<file path="src/rtl/nq_bus_pkg.sv">
// Shared types and constants for the memory-bus arbiter slice.
// Latency: n/a (definitions only).
// Backpressure: n/a.
package nq_bus_pkg;

    // Arbiter FSM states; the encoding is exported on dbg_state.
    typedef enum logic [1:0] {
        ST_IDLE   = 2'd0,
        ST_BUSY_F = 2'd1,
        ST_BUSY_D = 2'd2,
        ST_TURN   = 2'd3
    } bus_state_t;

    localparam int DEF_ADDR_W = 16;
    localparam int DEF_DATA_W = 16;

    // Read data returned on a timeout abort; sliced down to DATA_W by users.
    localparam logic [63:0] ERR_RDATA = '1;

endpackage

</file>
<file path="src/rtl/mem_arb_pick.sv">
// Fixed-priority pick (data over fetch) with a fetch starvation guard.
// Latency: grants are combinational; starvation count updates on the grant edge.
// Backpressure: none; grants are only consumed when grant_stb is high.
module mem_arb_pick #(
    parameter int STARVE_MAX = 4
) (
    input  logic clk,
    input  logic rst_n,
    input  logic fetch_req,
    input  logic data_req,
    input  logic grant_stb,
    output logic grant_data,
    output logic grant_fetch
);

    localparam int              SW    = $clog2(STARVE_MAX + 1);
    localparam logic [SW-1:0]   S_MAX = SW'(STARVE_MAX);

    logic [SW-1:0] r_starve_cnt;
    logic          w_starved;

    assign w_starved   = (r_starve_cnt == S_MAX);
    // Fetch wins when data is absent, or when fetch has lost too many times in a row.
    assign grant_fetch = fetch_req & (~data_req | w_starved);
    assign grant_data  = data_req & ~grant_fetch;

    // Count consecutive arbitrations fetch lost to data; saturate, clear on a fetch win.
    always_ff @(posedge clk or negedge rst_n) begin
        if (!rst_n) begin
            r_starve_cnt <= '0;
        end else if (grant_stb) begin
            if (grant_fetch) begin
                r_starve_cnt <= '0;
            end else if (grant_data && fetch_req && !w_starved) begin
                r_starve_cnt <= r_starve_cnt + SW'(1);
            end
        end
    end

endmodule

</file>
<file path="src/rtl/mem_bus_arbiter.sv">
// Shares one memory port between fetch and data requesters, with timeout abort.
// Latency: mem_req 1 cycle after a request is sampled in IDLE; done 1 cycle after mem_ready.
// Backpressure: requesters hold req until done; needWait stalls the control unit meanwhile.
module mem_bus_arbiter
    import nq_bus_pkg::*;
#(
    parameter int ADDR_W     = DEF_ADDR_W,
    parameter int DATA_W     = DEF_DATA_W,
    parameter int STARVE_MAX = 4,
    parameter int TIMEOUT    = 255
) (
    input  logic              clk,
    input  logic              rst_n,
    input  logic              fetch_req,
    input  logic [ADDR_W-1:0] fetch_addr,
    output logic [DATA_W-1:0] fetch_rdata,
    output logic              fetch_done,
    input  logic              data_req,
    input  logic              data_we,
    input  logic [ADDR_W-1:0] data_addr,
    input  logic [DATA_W-1:0] data_wdata,
    output logic [DATA_W-1:0] data_rdata,
    output logic              data_done,
    output logic              mem_req,
    output logic              mem_we,
    output logic [ADDR_W-1:0] mem_addr,
    output logic [DATA_W-1:0] mem_wdata,
    input  logic [DATA_W-1:0] mem_rdata,
    input  logic              mem_ready,
    output logic              needWait,
    output logic              bus_err,
    output logic [1:0]        dbg_state
);

    localparam int                TW          = $clog2(TIMEOUT + 1);
    localparam logic [TW-1:0]     TMO_LAST    = TW'(TIMEOUT - 1);
    localparam logic [DATA_W-1:0] L_ERR_RDATA = ERR_RDATA[DATA_W-1:0];

    bus_state_t        r_state, w_state_nxt;
    logic              r_mem_req, w_mem_req_nxt;
    logic              r_mem_we, w_mem_we_nxt;
    logic [ADDR_W-1:0] r_mem_addr, w_mem_addr_nxt;
    logic [DATA_W-1:0] r_mem_wdata, w_mem_wdata_nxt;
    logic [DATA_W-1:0] r_fetch_rdata, w_fetch_rdata_nxt;
    logic [DATA_W-1:0] r_data_rdata, w_data_rdata_nxt;
    logic              r_fetch_done, w_fetch_done_nxt;
    logic              r_data_done, w_data_done_nxt;
    logic              r_bus_err, w_bus_err_nxt;
    logic [TW-1:0]     r_tmo, w_tmo_nxt;
    logic [DATA_W-1:0] w_rsp_data;
    logic              w_grant_data, w_grant_fetch, w_grant_stb;

    mem_arb_pick #(
        .STARVE_MAX (STARVE_MAX)
    ) u_pick (
        .clk         (clk),
        .rst_n       (rst_n),
        .fetch_req   (fetch_req),
        .data_req    (data_req),
        .grant_stb   (w_grant_stb),
        .grant_data  (w_grant_data),
        .grant_fetch (w_grant_fetch)
    );

    // State and registered outputs; async reset drops mem_req mid-transaction.
    always_ff @(posedge clk or negedge rst_n) begin
        if (!rst_n) begin
            r_state       <= ST_IDLE;
            r_mem_req     <= 1'b0;
            r_mem_we      <= 1'b0;
            r_mem_addr    <= '0;
            r_mem_wdata   <= '0;
            r_fetch_rdata <= '0;
            r_data_rdata  <= '0;
            r_fetch_done  <= 1'b0;
            r_data_done   <= 1'b0;
            r_bus_err     <= 1'b0;
            r_tmo         <= '0;
        end else begin
            r_state       <= w_state_nxt;
            r_mem_req     <= w_mem_req_nxt;
            r_mem_we      <= w_mem_we_nxt;
            r_mem_addr    <= w_mem_addr_nxt;
            r_mem_wdata   <= w_mem_wdata_nxt;
            r_fetch_rdata <= w_fetch_rdata_nxt;
            r_data_rdata  <= w_data_rdata_nxt;
            r_fetch_done  <= w_fetch_done_nxt;
            r_data_done   <= w_data_done_nxt;
            r_bus_err     <= w_bus_err_nxt;
            r_tmo         <= w_tmo_nxt;
        end
    end

    // Next-state: grant in IDLE, wait for mem_ready or timeout in BUSY, one turnaround cycle.
    always_comb begin
        w_state_nxt       = r_state;
        w_mem_req_nxt     = r_mem_req;
        w_mem_we_nxt      = r_mem_we;
        w_mem_addr_nxt    = r_mem_addr;
        w_mem_wdata_nxt   = r_mem_wdata;
        w_fetch_rdata_nxt = r_fetch_rdata;
        w_data_rdata_nxt  = r_data_rdata;
        w_fetch_done_nxt  = 1'b0;
        w_data_done_nxt   = 1'b0;
        w_bus_err_nxt     = 1'b0;
        w_tmo_nxt         = r_tmo;
        w_grant_stb       = 1'b0;
        w_rsp_data        = mem_ready ? mem_rdata : L_ERR_RDATA;
        case (r_state)
            ST_IDLE: begin
                if (w_grant_data || w_grant_fetch) begin
                    w_grant_stb   = 1'b1;
                    w_mem_req_nxt = 1'b1;
                    w_tmo_nxt     = '0;
                    if (w_grant_data) begin
                        w_mem_we_nxt    = data_we;
                        w_mem_addr_nxt  = data_addr;
                        w_mem_wdata_nxt = data_wdata;
                        w_state_nxt     = ST_BUSY_D;
                    end else begin
                        w_mem_we_nxt   = 1'b0;
                        w_mem_addr_nxt = fetch_addr;
                        w_state_nxt    = ST_BUSY_F;
                    end
                end
            end
            ST_BUSY_F, ST_BUSY_D: begin
                if (mem_ready || (r_tmo == TMO_LAST)) begin
                    if (r_state == ST_BUSY_F) begin
                        w_fetch_rdata_nxt = w_rsp_data;
                        w_fetch_done_nxt  = 1'b1;
                    end else begin
                        w_data_rdata_nxt = w_rsp_data;
                        w_data_done_nxt  = 1'b1;
                    end
                    w_bus_err_nxt = ~mem_ready;
                    w_mem_req_nxt = 1'b0;
                    w_tmo_nxt     = '0;
                    w_state_nxt   = ST_TURN;
                end else begin
                    w_tmo_nxt = r_tmo + TW'(1);
                end
            end
            ST_TURN: begin
                w_state_nxt = ST_IDLE;
            end
            default: begin
                w_state_nxt = ST_IDLE;
            end
        endcase
    end

    assign fetch_rdata = r_fetch_rdata;
    assign fetch_done  = r_fetch_done;
    assign data_rdata  = r_data_rdata;
    assign data_done   = r_data_done;
    assign mem_req     = r_mem_req;
    assign mem_we      = r_mem_we;
    assign mem_addr    = r_mem_addr;
    assign mem_wdata   = r_mem_wdata;
    assign bus_err     = r_bus_err;
    assign dbg_state   = r_state;
    // Stall while a request is pending and its done pulse has not yet arrived.
    assign needWait    = (fetch_req & ~r_fetch_done) | (data_req & ~r_data_done);

endmodule

</file>
<file path="config.mk">
export PLATFORM = sky130hd
export DESIGN_NAME = mem_bus_arbiter
export DESIGN_NICKNAME = d
export VERILOG_FILES = /design/src/rtl/nq_bus_pkg.sv /design/src/rtl/mem_arb_pick.sv /design/src/rtl/mem_bus_arbiter.sv
export SDC_FILE = /design/constraint.sdc
export NUM_CORES = 1
export LEC_CHECK = 0
export CORE_UTILIZATION = 44
export CTS_BUF_LIST = sky130_fd_sc_hd__clkbuf_4 sky130_fd_sc_hd__clkbuf_8 sky130_fd_sc_hd__clkbuf_16
export DETAILED_ROUTE_END_ITERATION = 10
export PLACE_DENSITY_LB_ADDON = 0.08
export SYNTH_ARGS = -nofsm -noshare
export SYNTH_HDL_FRONTEND = slang
export SYNTH_SLANG_ARGS = --single-unit
</file>
<file path="constraint.sdc">
create_clock -name clk -period 2.6 [get_ports clk]
set_clock_uncertainty 0.1 [all_clocks]
set_input_delay 0.39 -clock clk [delete_from_list [all_inputs] [get_ports clk]]
set_output_delay 0.39 -clock clk [all_outputs]
set_load 0.02 [all_outputs]
</file>
==> summary.txt <==
Outcome
  – Outcome: finished clean

Synthesis
  – #FFs+latches synth: 82
  – EDFF count, synth: 0
  – Register area share after synthesis: 0.564
  – Yosys cell types: 42
  – Ys async rst share: 1.00
  – Syn_nets: 369
  – Yosys warnings: 0
  – Cells after synthesis: 292
  – Synthesized cell area: 3640 µm²
  – Main flop type after synthesis: dfrtp_1
  – Syn Area/Cell: 12.5 µm²

Timing
  – Final setup fails: 0
  – Period utilization: 0.863
  – Tmin final: 2.24 ns
  – RSZ-0062 raised after global routing: no
  – Hold Vio Cnt, Final: 0
  – Worst-margin pin slew: 0.738 ns
  – Total negative setup slack: 0 ns
  – Fmax: 0.446 GHz
  – Hold slack final: 0.382 ns
  – Final Max Tran Viols: 0
  – Relative max-transition margin: 0.506

Min path
  – Hold EP: mem_addr[9]$_DFFE_PN0P_
  – Hold Path Depth: 2
  – Worst hold path class: reg2reg
  – Worst Hold Launch: mem_addr[9]$_DFFE_PN0P_

GRT
  – Grt ovf: 0
  – Vias in the first global route: 2,758
  – Initial antenna violation count: 0
  – First-pass GRT wire length: 13.8 mm
  – GRT Util Overall: 0.208
  – Largest net degree at the start of global routing: 51

Setup path
  – CP max FO: 2
  – Crit-path cells: clkdlybuf4s50_1, inv_1, o22ai_1, clkdlybuf4s50_1
  – Critical path type: in2out
  – R2r setup slk: 0.60 ns
  – Critical Path Sink Type: output port
  – R2r startpoint: r_tmo[0]$_DFFE_PN0P_
  – Crit path max-delay cell type: clkdlybuf4s50_1
  – Most Frequent Cell on Critical Path: clkdlybuf4s50_1
  – Max incr delay on CP: 0.67 ns
  – Critical path data arrival time: 1.75 ns
  – Startpoint types: input pin
  – Depth of the worst register-to-register path: 6
  – Critical Path RT: 2.11 ns
  – RR Endpoint: fetch_rdata[6]$_DFFE_PN0P_

Cells and area
  – Area growth syn-to-layout: 46.7%
  – Layout cells sized above 1: 0.118
  – Fillers: 614
  – Final Util: 0.680
  – Final #Nets: 512
  – Antenna cell count: 0

Detailed routing
  – Vias post-DR: 2,716
  – Wirelength per Cell: 15.8 µm
  – # DRC: 0
  – Total wire length: 8.57 mm
  – Initial DRC Count: 57
  – First drt pass iteration count: 4
  – Vias/cell: 5.01
  – Post-DRT Antenna Nets: 0

Clock tree
  – Clk buf depth: 2
  – CTS clk-pin slew, worst paths: 0.08 ns
  – Setup bufs post-CTS: 0
  – Post_cts resized: 0
  – Worst-skew pair later-pin latency: 0.35 ns
  – H-Tree Depth: 3
  – TritonCTS clock tree: done
  – Total CTS buffers: 9
  – CTS Root Buffer Type: clkbuf_8
  – CTS hold repair buffers: 1
  – Num Clock Sinks: 82

Power and ir drop
  – Leakage: 2.28 nW
  – Pwr dens: 1230 nW/µm²
  – Final Total Pwr: 6.57 mW
  – Maximum vdd drop: 0.651 mV

Placement
  – Post-DP HPWL: 6.18 mm
  – Port buffer count: 141
  – Gpl congestion: 0.751

Floorplan
  – Width of the die: 92.9 µm
  – Initial Util: 0.464
  – Die height: 92.9 µm
  – DIE AREA: 8640 µm²
  – I/O Pins: 142
  – Core area: 7850 µm²
  – Row cnt: 32

Run
  – Max cap viols: 0
[through the flow]
stage / setup slack (ns) / area [µm²] / std cells
CTS: 0.347 / 5340 / 542
global route: 0.321 / 5340 / 542
global placement: 0.354 / 5100 / 525
detailed placement: 0.359 / 5100 / 525
finish: 0.356 / 5340 / 542
floorplan: 0.597 / 3640 / 292
[cell usage after synthesis (3+ instances only)]
cell / instances / share of area
mux2i_1: 20 / 0.055
buf_2: 6 / 0.0083
o21ai_0: 20 / 0.028
nand2_1: 25 / 0.026
mux2_2: 16 / 0.050
o22a_1: 17 / 0.041
inv_1: 7 / 0.0072
nand3b_1: 16 / 0.033
xnor2_1: 3 / 0.0072
clkbuf_1: 3 / 0.0031
o21a_1: 16 / 0.033
ha_1: 7 / 0.024
dfrtp_1: 82 / 0.56
xor2_1: 3 / 0.0072
nor2_1: 10 / 0.010
nand3_1: 3 / 0.0041
buf_6: 7 / 0.022
[metal layers]
| metal | wire, µm | global-route usage | vias up | share of wire |
|---|---|---|---|---|
| li1 | - | - | 1313 | - |
| met1 | 3690 | 0.254 | 1328 | 0.43 |
| met2 | 4250 | 0.347 | 68 | 0.50 |
| met3 | 556 | 0.0747 | 7 | 0.065 |
| met4 | 74 | 0.0538 | 0 | 0.0086 |
| met5 | 0 | 0 | - | 0 |
[critical path: cells and delay by family]
family          cells  cell delay (ns)
buf+inv             3             1.20
compound gates      1             0.17
[cell type report]
type	count	area, µm²	share of cell area
clock inverters	7	101	0.0190
inverters	7	26.3	0.00492
clock buffers	9	124	0.0232
repair buffers	149	1480	0.278
well taps	102	128	0.0239
flip-flops and latches	82	2050	0.384
multi-input cells	186	1420	0.267
[how the worst max path moves through the flow]
stage | depth (start not counted) | endpoint | start
after floorplan | 8 | data_rdata[10]$_DFFE_PN0P_ | dbg_state[0]$_DFFE_PN0P_
after global placement | 4 | needWait | fetch_req
after detailed placement | 4 | needWait | fetch_req
after CTS | 4 | needWait | fetch_req
after global routing | 4 | needWait | fetch_req
final | 4 | needWait | fetch_req
[flip-flops by register name (all words and copies together), names as in the netlist, 2 cells and up]
name and cells:
data_rdata 16, dbg_state 2, u_pick.r_starve_cnt 3, mem_addr 16, fetch_rdata 16, r_tmo 8
mem_wdata 16
[layout by cell type, fill, tap and decap left out, types with 3 or more instances in the layout]
master / n
clkdlybuf4s50_1: 140
dfrtp_1: 82
nand2_1: 25
o21ai_0: 20
mux2i_1: 20
o22a_1: 17
mux2_2: 16
nand3b_1: 16
o21a_1: 16
nor2_1: 10
clkbuf_8: 9
inv_1: 7
ha_1: 7
buf_4: 7
nand3_1: 3
xor2_1: 3
xnor2_1: 3
[cells by family (layout without fill, tap and decap cells)]
| group | Yosys count | in the layout | synth area share |
|---|---|---|---|
| flops | 82 | 82 | 0.564 |
| simple gates | 73 | 73 | 0.116 |
| compound gates | 63 | 63 | 0.128 |
| mux | 37 | 37 | 0.108 |
| buf+inv | 24 | 172 | 0.0457 |
| fa+ha+maj | 7 | 7 | 0.0241 |
| xor+xnor | 6 | 6 | 0.0144 |
[power breakdown]
group	switching, mW	internal, mW	total, mW	leakage, nW
clock	0.492	0.551	1.04	0.112
sequential	0.301	1.85	2.15	0.979
combinational	1.71	1.67	3.38	1.19
total	2.50	4.07	6.57	2.28
Power figures use the tool's default switching activity.
